**src/rtl/siso_shift_ctrl_if.sv**
```systemverilog
// siso_shift_ctrl_if: producer / shift-register side bundle
// for the serial-in serial-out sequencer.
interface siso_shift_ctrl_if #(
  parameter int WIDTH = 4,
  parameter int DEPTH = 4
);
  logic             i_valid;
  logic [WIDTH-1:0] i_data;
  logic             i_abort;
  logic [DEPTH-1:0] i_q;
  logic             o_ready;
  logic             o_sd;
  logic             o_shift_en;
  logic             o_busy;
  logic [DEPTH-1:0] o_rx_data;
  logic             o_done;
  logic             o_aborted;

  modport master (
    output i_valid,
    output i_data,
    output i_abort,
    output i_q,
    input  o_ready,
    input  o_sd,
    input  o_shift_en,
    input  o_busy,
    input  o_rx_data,
    input  o_done,
    input  o_aborted
  );

  modport slave (
    input  i_valid,
    input  i_data,
    input  i_abort,
    input  i_q,
    output o_ready,
    output o_sd,
    output o_shift_en,
    output o_busy,
    output o_rx_data,
    output o_done,
    output o_aborted
  );
endinterface

```
**src/rtl/siso_shift_ctrl.sv**
```systemverilog
// siso_shift_ctrl: serialises a parallel word into a SISO
// register, then captures its tap. MSB-first: SISO_CTRL_MSB_FIRST_EN.
module siso_shift_ctrl #(
  parameter int WIDTH = 4,
  parameter int DEPTH = 4,
  parameter int CNT_W = $clog2(WIDTH + 1)
) (
  input logic              i_clk,
  input logic              i_rst,
  siso_shift_ctrl_if.slave bus
);

  typedef enum logic [1:0] {
    IDLE,
    SHIFT,
    CAPTURE
  } state_t;

  localparam logic [CNT_W-1:0] LAST = CNT_W'(WIDTH - 1);

  state_t           state_q;
  state_t           state_d;
  logic [CNT_W-1:0] cnt_q;
  logic [CNT_W-1:0] cnt_d;
  logic [CNT_W-1:0] cnt_nxt;
  logic [WIDTH-1:0] buf_q;
  logic [WIDTH-1:0] buf_d;
  logic [DEPTH-1:0] rx_q;
  logic [DEPTH-1:0] rx_d;
  logic             sd_q;
  logic             sd_d;
  logic             en_q;
  logic             en_d;
  logic             rdy_q;
  logic             busy_q;
  logic             done_q;
  logic             done_d;
  logic             abt_q;
  logic             abt_d;

  // bit k of the serial stream for word w
  function automatic logic pick(
    input logic [WIDTH-1:0] w,
    input logic [CNT_W-1:0] k
  );
    logic [WIDTH-1:0] s;
`ifdef SISO_CTRL_MSB_FIRST_EN
    s = w >> (LAST - k);
`else
    s = w >> k;
`endif
    return s[0];
  endfunction

  assign cnt_nxt = cnt_q + 1'b1;

  // next state and next registered outputs
  always_comb begin
    state_d = state_q;
    cnt_d   = cnt_q;
    buf_d   = buf_q;
    rx_d    = rx_q;
    sd_d    = 1'b0;
    en_d    = 1'b0;
    done_d  = 1'b0;
    abt_d   = 1'b0;
    unique case (state_q)
      IDLE: begin
        if (bus.i_valid) begin
          buf_d   = bus.i_data;
          cnt_d   = '0;
          state_d = SHIFT;
          sd_d    = pick(bus.i_data, '0);
          en_d    = 1'b1;
        end
      end
      SHIFT: begin
        if (bus.i_abort) begin
          state_d = IDLE;
          cnt_d   = '0;
          abt_d   = 1'b1;
        end else if (cnt_q == LAST) begin
          state_d = CAPTURE;
          cnt_d   = cnt_nxt;
        end else begin
          cnt_d = cnt_nxt;
          sd_d  = pick(buf_q, cnt_nxt);
          en_d  = 1'b1;
        end
      end
      CAPTURE: begin
        rx_d    = bus.i_q;
        done_d  = 1'b1;
        state_d = IDLE;
        cnt_d   = '0;
      end
      default: begin
        state_d = IDLE;
        cnt_d   = '0;
      end
    endcase
  end

  // state and output registers, synchronous reset
  always_ff @(posedge i_clk) begin
    if (i_rst) begin
      state_q <= IDLE;
      cnt_q   <= '0;
      buf_q   <= '0;
      rx_q    <= '0;
      sd_q    <= 1'b0;
      en_q    <= 1'b0;
      rdy_q   <= 1'b1;
      busy_q  <= 1'b0;
      done_q  <= 1'b0;
      abt_q   <= 1'b0;
    end else begin
      state_q <= state_d;
      cnt_q   <= cnt_d;
      buf_q   <= buf_d;
      rx_q    <= rx_d;
      sd_q    <= sd_d;
      en_q    <= en_d;
      rdy_q   <= (state_d == IDLE);
      busy_q  <= (state_d != IDLE);
      done_q  <= done_d;
      abt_q   <= abt_d;
    end
  end

  assign bus.o_ready    = rdy_q;
  assign bus.o_sd       = sd_q;
  assign bus.o_shift_en = en_q;
  assign bus.o_busy     = busy_q;
  assign bus.o_rx_data  = rx_q;
  assign bus.o_done     = done_q;
  assign bus.o_aborted  = abt_q;

endmodule
```
**src/flat_wrapper.sv**
```systemverilog
// flat-port wrapper written by rule: the top's interface ports become plain ports
module siso_shift_ctrl_flat 
#(
  parameter int WIDTH = 4,
  parameter int DEPTH = 4,
  parameter int CNT_W = $clog2(WIDTH + 1)
)
  (i_clk, i_rst, bus_i_valid, bus_i_data, bus_i_abort, bus_i_q, bus_o_ready, bus_o_sd, bus_o_shift_en, bus_o_busy, bus_o_rx_data, bus_o_done, bus_o_aborted);
  siso_shift_ctrl_if #(.WIDTH(WIDTH), .DEPTH(DEPTH)) bus_i ();
  input logic i_clk;
  input logic i_rst;
  input wire logic [$bits(bus_i.i_valid)-1:0] bus_i_valid;
  input wire logic [$bits(bus_i.i_data)-1:0] bus_i_data;
  input wire logic [$bits(bus_i.i_abort)-1:0] bus_i_abort;
  input wire logic [$bits(bus_i.i_q)-1:0] bus_i_q;
  output wire logic [$bits(bus_i.o_ready)-1:0] bus_o_ready;
  output wire logic [$bits(bus_i.o_sd)-1:0] bus_o_sd;
  output wire logic [$bits(bus_i.o_shift_en)-1:0] bus_o_shift_en;
  output wire logic [$bits(bus_i.o_busy)-1:0] bus_o_busy;
  output wire logic [$bits(bus_i.o_rx_data)-1:0] bus_o_rx_data;
  output wire logic [$bits(bus_i.o_done)-1:0] bus_o_done;
  output wire logic [$bits(bus_i.o_aborted)-1:0] bus_o_aborted;
  assign bus_i.i_valid = bus_i_valid;
  assign bus_i.i_data = bus_i_data;
  assign bus_i.i_abort = bus_i_abort;
  assign bus_i.i_q = bus_i_q;
  assign bus_o_ready = bus_i.o_ready;
  assign bus_o_sd = bus_i.o_sd;
  assign bus_o_shift_en = bus_i.o_shift_en;
  assign bus_o_busy = bus_i.o_busy;
  assign bus_o_rx_data = bus_i.o_rx_data;
  assign bus_o_done = bus_i.o_done;
  assign bus_o_aborted = bus_i.o_aborted;
  siso_shift_ctrl #(.WIDTH(WIDTH), .DEPTH(DEPTH), .CNT_W(CNT_W)) u_core (.i_clk(i_clk), .i_rst(i_rst), .bus(bus_i));
endmodule
```
**config.mk**
```make
export PLATFORM = sky130hd
export DESIGN_NAME = siso_shift_ctrl_flat
export DESIGN_NICKNAME = d
export VERILOG_FILES = /design/src/rtl/siso_shift_ctrl_if.sv /design/src/rtl/siso_shift_ctrl.sv /design/src/flat_wrapper.sv
export SDC_FILE = /design/constraint.sdc
export NUM_CORES = 1
export LEC_CHECK = 0
export ABC_AREA = 1
export CAP_MARGIN = 0
export CELL_PAD_IN_SITES_DETAIL_PLACEMENT = 0
export CELL_PAD_IN_SITES_GLOBAL_PLACEMENT = 1
export CORE_ASPECT_RATIO = 0.75
export CORE_MARGIN = 2
export CORE_UTILIZATION = 29
export CTS_BUF_LIST = sky130_fd_sc_hd__clkbuf_16
export DETAILED_ROUTE_END_ITERATION = 7
export PLACE_DENSITY = 0.76
export REMOVE_ABC_BUFFERS = 1
export SETUP_SLACK_MARGIN = 0.5
export SLEW_MARGIN = 20
export SYNTH_ARGS = -nofsm -noshare
export SYNTH_HDL_FRONTEND = slang
export SYNTH_SLANG_ARGS = --single-unit
```
**constraint.sdc**
```tcl
create_clock -name i_clk -period 1.2 [get_ports i_clk]
set_input_delay 0.12 -clock i_clk [delete_from_list [all_inputs] [get_ports i_clk]]
set_output_delay 0.12 -clock i_clk [all_outputs]
set_load 0.005 [all_outputs]
```
==> flow_summary.yaml, run 1 <==
critical_path:
  cp_max_fo: 2
  reg2reg_to: "u_core.bus.o_ready$_SDFF_PP1_"
  crit_path_start_kind: "flop"
  r2r-start: "u_core.cnt_q[1]$_SDFFE_PP0P_"
  crit_arrival_ns: 1.27
  cp-end-kind: "flop"
  critical_path_required_ns: 1.35
  regToRegSetupSlack_ns: 0.07
  path_class: "flop to flop"
  reg2reg_depth: 5
timing:
  clock.fmax_mhz: 887
  tns_ns: 0
  hold_ws_ns: 0.410
  skew_ns: 0.00167
  post-route-period-util_pct: 94.0
  setup_violations: 0
  finalCriticalPeriod_ns: 1.13
  worst_slack_ns: 0.0720
  hold_viol: 0
  worst_slew_pin_slew_ns: 0.212
  slew_violations: 0
  rsz0062_at_grt: "true"
  maxSlewHeadroom_pct: 85.9
min_path:
  whs_endpoint: "u_core.cnt_q[2]$_SDFFE_PP0P_"
  hold_class: "primary input to flop"
  hold_depth: 4
  hold_start: "bus_i_abort"
routing:
  drtIter0Drc: 8
  ant_nets: 0
  vias_per_cell: 4.42
  highest_layer: "met4"
  wl_met3_um: 57
  num_vias: 712
  wl_met2_um: 982
  dr.pass1.iters: 4
  post-route-drc-count: 0
  totalWireLength_mm: 1.89
  m1WireLength_um: 790
  wire_per_inst_um: 11.7
global_route:
  grt_max_degree: 13
  grt_pass1_wl_mm: 2.66
  grt_pass1_vias: 613
  grt-ovfl-total: 0
  grt_use_total_pct: 12.2
  antenna_found_initial: 0
synthesis:
  synthDistinctLibCells: 17
  syn_area_um2: 751
  yosys.area.top_type: "dfxtp_1"
  synth_ff_type: "dfxtp_1"
  ys_top_cells_by_area: "dfxtp_1 51%, nand2_1 12%, a21oi_1 6.7%"
  seq_area_frac_synth_pct: 50.7
  synth_seq_cells: 19
  yosys_warnings: 0
  synth_top_area_share_pct: 50.7
  synthArstFlopShare_pct: 0
  synthCells: 93
  synth_edf_count: 0
  avgSynthCellArea_um2: 8.07
cells_and_area:
  layout_common_cells: "12 x nand2_1, 11 x dfxtp_1, 9 x a21oi_2, 9 x clkdlybuf4s50_1, 9 x buf_6"
  instances_no_fill: 161
  finalNetCount: 142
  syn_to_final_growth_pct: 85.0
  drive_gt1_share_pct: 61.4
  fin_util_pct: 58.3
  antenna_cells: 0
  mostFrequentLayoutCell: "nand2_1"
power_and_ir_drop:
  p_leak_nw: 0.562
  power_density_nw_per_um2: 1140
  p_int_mw: 1.22
  power.share.clock_pct: 42.8
  power.share.combinational_pct: 15.0
  swShare_pct: 22.6
  ir_drop_uv: 628
  p_seq_share_pct: 42.2
  power.switching_mw: 0.356
job:
  drv_cap: 0
run_status:
  status: "completed"
floorplanning:
  start_util_pct: 31.5
  coreArea_um2: 2380
  ios: 22
  die_w_um: 62.8
  fp.dieArea_um2: 3020
  dieHeight_um: 48.1
  num_rows: 15
clock_tree:
  numCtsBuffers: 3
  clk_pin_slew_ns: 0.05
  numClockSinks: 19
  cts_buffer_depth: 2
  htree_num_levels: 1
  cts_tree: "done"
  clock_latency_ns: 0.25
  cts-root-buf: "clkbuf_16"
placed_design:
  numPortBuffers: 21
  place_congestion: 0.758
  dp_hpwl_mm: 1.16
  post-place-ws_ns: -0.117
  dp.cells: 152
[per-stage QoR]
stage	instance area, um2	power (mW)
6_report	1390	1.58
5_1_grt	1390	1.64
4_1_cts	1190	1.54
3_5_place_dp	1050	0.849
3_3_place_gp	1050	0.849
2_1_floorplan	739	0.746
[worst max-delay path, stage by stage, from the launching register on]
cell and delay, ns:
dfxtp_2 0.35, ha_4 0.14, ha_4 0.15, nand4_1 0.17
nor2_2 0.17, nor2_2 0.04
[power groups by stage]
stage	sequential (mW)	clock [mW]	combinational, mW
finish	0.666	0.675	0.236
global route	0.668	0.722	0.255
CTS	0.664	0.693	0.181
detailed placement	0.678	0	0.171
global placement	0.677	0	0.172
floorplan	0.678	0	0.0671
[synthesized netlist by cell type (2+ instances only)]
| cell | instances |
|---|---|
| nand2_1 | 23 |
| dfxtp_1 | 19 |
| a21oi_1 | 10 |
| inv_1 | 10 |
| nor2_1 | 9 |
| inv_2 | 4 |
| a211oi_1 | 3 |
| nand3_1 | 3 |
| ha_1 | 2 |
| nor2_2 | 2 |
| nor3_1 | 2 |
[how the worst max path moves through the flow]
stage	start	end	slack, ns	depth (start not counted)
after floorplan	u_core.cnt_q[0]$_SDFFE_PP0P_	u_core.bus.o_sd$_SDFF_PP0_	-0.06	7
after global placement	u_core.cnt_q[0]$_SDFFE_PP0P_	u_core.bus.o_sd$_SDFF_PP0_	-0.08	7
after detailed placement	u_core.cnt_q[0]$_SDFFE_PP0P_	u_core.bus.o_sd$_SDFF_PP0_	-0.12	7
after CTS	u_core.cnt_q[0]$_SDFFE_PP0P_	u_core.bus.o_sd$_SDFF_PP0_	0.02	7
after global routing	u_core.cnt_q[1]$_SDFFE_PP0P_	u_core.bus.o_sd$_SDFF_PP0_	-0.007	7
final	u_core.cnt_q[1]$_SDFFE_PP0P_	u_core.bus.o_ready$_SDFF_PP1_	0.07	5
[cell families after synthesis]
family	share of synthesized area (%)
buffers and inverters	8.50
AOI/OAI and AO/OA	11.8
DFF	50.7
adders and majority gates	3.33
and+or+nand+nor	25.7
[layout make-up]
cell class / instances / area, um2
fillers: 207 / 995
multi-input cells: 58 / 498
flip-flops and latches: 19 / 395
repair buffers: 32 / 303
clock buffers: 3 / 75.1
inverters: 14 / 70.1
well taps: 34 / 42.5
clock inverters: 1 / 5.00
[per-layer routing]
metal  up-vias  GRT usage, %
met3         7          3.76
met5         -             0
met2        11          20.4
li1        362             -
met4         0          8.00
met1       332          14.3
[registers in the layout (all words and copies together), names as in the netlist]
| register | flops |
|---|---|
| u_core.buf_q | 4 |
| u_core.bus.o_shift_en | 1 |
| u_core.bus.o_busy | 1 |
| u_core.bus.o_ready | 1 |
| u_core.bus.o_sd | 1 |
| u_core.bus.o_rx_data | 4 |
| u_core.bus.o_aborted | 1 |
| u_core.cnt_q | 3 |
| u_core.bus.o_done | 1 |
| u_core.state_q | 2 |
[what timing repair did]
action / in CTS / in global routing
setup buffers: 1 / 4
gates cloned: 0 / 0
endpoints found under the setup margin: 29 / 29
hold buffers: 0 / 0
pin swaps: 9 / 11
resized for setup: 71 / 44
(Power assumes the default switching activity.)
==> run 2: changes to the inputs <==
Clock period 1.2 ns to 1 ns, I/O delays scaled along.
==> run 2 against run 1 <==
  * The run now ends with setup timing left
  * Fmax decreased by 2.3%
  * Final area decreased by 4.8%
  * Critical path type unchanged
  * Sequential cell count unchanged
  * Register-to-register slack got worse by 0.23 ns
  * Cell count decreased by 1.2%
  * Global-route usage increased by 0.68 points
  * Die area unchanged
  * Sequential share of layout area increased by 1.4 points
  * Clock power increased by 19%
==> flow_summary.yaml, run 2 (synthesis gave the netlist of run 1 again) <==
run_status:
  status: "finished with violations"
  violations: "setup timing"
critical_path:
  max_stage_delay_ns: 0.34
  crit_chain: "ha_4 -> ha_4 -> nor2_4 -> nand2_1 -> nor2_1 -> nand2_1 -> a21oi_1"
  cp-end-kind: "flop"
  cp_max_fo: 2
  cp_top_family: "flip-flops"
  reg2reg_depth: 7
  critical_path_required_ns: 1.18
  crit_path_start_kind: "flop"
  cpMaxStageDelayCell: "dfxtp_2"
  crit_arrival_ns: 1.34
  crit_buf_inv: 0
  path_class: "flop to flop"
  cp.depth: 7
global_route:
  grt_max_degree: 13
  grt_pass1_wl_mm: 2.77
  grt_pass1_vias: 654
  antenna_found_initial: 0
  grt-ovfl-total: 0
  grt_use_total_pct: 12.9
clock_tree:
  clk_pin_slew_ns: 0.05
  numClockSinks: 19
  cts_tree: "done"
  cts_buffer_depth: 2
  htree_num_levels: 1
  numCtsBuffers: 3
  cts-root-buf: "clkbuf_16"
  clock_latency_ns: 0.25
routing:
  wire_per_inst_um: 11.2
  highest_layer: "met4"
  wl_met3_um: 78
  dr.pass1.iters: 2
  num_vias: 690
  drtIter0Drc: 2
  m1WireLength_um: 708
  vias_per_cell: 4.34
  wl_met2_um: 927
  totalWireLength_mm: 1.78
  ant_nets: 0
  post-route-drc-count: 0
floorplanning:
  coreArea_um2: 2380
  dieHeight_um: 48.1
  ios: 22
  fp.dieArea_um2: 3020
  num_rows: 15
  die_w_um: 62.8
  start_util_pct: 31.5
job:
  drv_cap: 0
power_and_ir_drop:
  power_density_nw_per_um2: 1410
  ir_drop_uv: 1000
  p_leak_nw: 0.548
placed_design:
  numPortBuffers: 21
  place_congestion: 0.748
  dp_hpwl_mm: 1.18
  post-place-ws_ns: -0.311
timing:
  rsz0062_at_grt: "true"
  hold_viol: 0
  worst_slew_pin_slew_ns: 0.215
  clock.fmax_mhz: 866
  hold_ws_ns: 0.395
  post-route-period-util_pct: 115
  setup_violations: 8
  skew_ns: 0.00278
  worst_slack_ns: -0.154
  slew_violations: 0
  tns_ns: -0.561
  maxSlewHeadroom_pct: 85.7
  finalCriticalPeriod_ns: 1.15
cells_and_area:
  mostFrequentLayoutCell: "nand2_1"
  syn_to_final_growth_pct: 76.2
  antenna_cells: 0
  layout_common_cells: "17 x nand2_1, 11 x dfxtp_1, 10 x inv_1"
  drive_gt1_share_pct: 52.8
  finalNetCount: 140
min_path:
  hold_class: "primary input to flop"
  hold_depth: 4
[run 2: changes by cell type in the layout (fill, tap and decap cells not counted), moves of 2 or more]
| cell | before | now |
|---|---|---|
| a21oi_1 | 1 | 4 |
| a21oi_2 | 9 | 6 |
| buf_4 | 5 | 7 |
| buf_6 | 9 | 5 |
| inv_1 | 8 | 10 |
| nand2_1 | 12 | 17 |
| nand2_2 | 6 | 1 |
| nor2_2 | 4 | 6 |
| nor2_4 | 5 | 3 |
[run 2: path summary, 6_finish.rpt]
path	from	end	slack [ns]
setup / recovery	u_core.cnt_q[0]$_SDFFE_PP0P_	u_core.bus.o_sd$_SDFF_PP0_	-0.15
setup reg to reg	u_core.cnt_q[0]$_SDFFE_PP0P_	u_core.bus.o_sd$_SDFF_PP0_	-0.15
hold reg to reg	u_core.buf_q[0]$_SDFFE_PP0P_	u_core.buf_q[0]$_SDFFE_PP0P_	0.47
hold / removal	bus_i_abort	u_core.cnt_q[1]$_SDFFE_PP0P_	0.39
[run 2: final cells by class]
cell class | instances | area (um2)
Fill cell | 230 | 1060
Multi-Input combinational cell | 58 | 458
Sequential cell | 19 | 395
Timing Repair Buffer | 30 | 273
Clock buffer | 3 | 75.1
Inverter | 14 | 75.1
Tap cell | 34 | 42.5
Clock inverter | 1 | 3.75
[run 2: where the power goes]
group | switching (mW) | leakage [nW] | internal (mW)
Combinational | 0.124 | 0.346 | 0.132
Clock | 0.273 | 0.0423 | 0.531
Sequential | 0.0139 | 0.160 | 0.784
Total | 0.411 | 0.548 | 1.45
[run 2: tightest hold or removal path, stage by stage]
cell and delay [ns]:
dlygate4sd2_1 0.31, nor2_2 0.08, nand2_1 0.05, a21oi_1 0.05
[run 2: timing repair]
action	in CTS	in global routing
endpoints found under the hold margin	0	0
pin swaps	8	11
gates resized for setup	72	29
buffers inserted	2	1
hold buffers	0	0
setup endpoints to repair	29	29
[run 2: metrics by stage]
stage | util (%) | total power [mW] | cell area [um2] | cells
after CTS | 50.3 | 1.84 | 1200 | 158
after global routing | 55.5 | 1.93 | 1320 | 159
after global placement | 44.0 | 1.02 | 1050 | 152
final | 55.5 | 1.86 | 1320 | 159
after floorplan | - | 0.895 | 739 | 91
after detailed placement | 44.0 | 1.02 | 1050 | 152
[run 2: metal layers]
metal | track usage [%] | vias up
met5 | 0 | -
met4 | 10.7 | 0
met3 | 5.18 | 6
met2 | 21.5 | 13
met1 | 13.7 | 309
li1 | - | 362
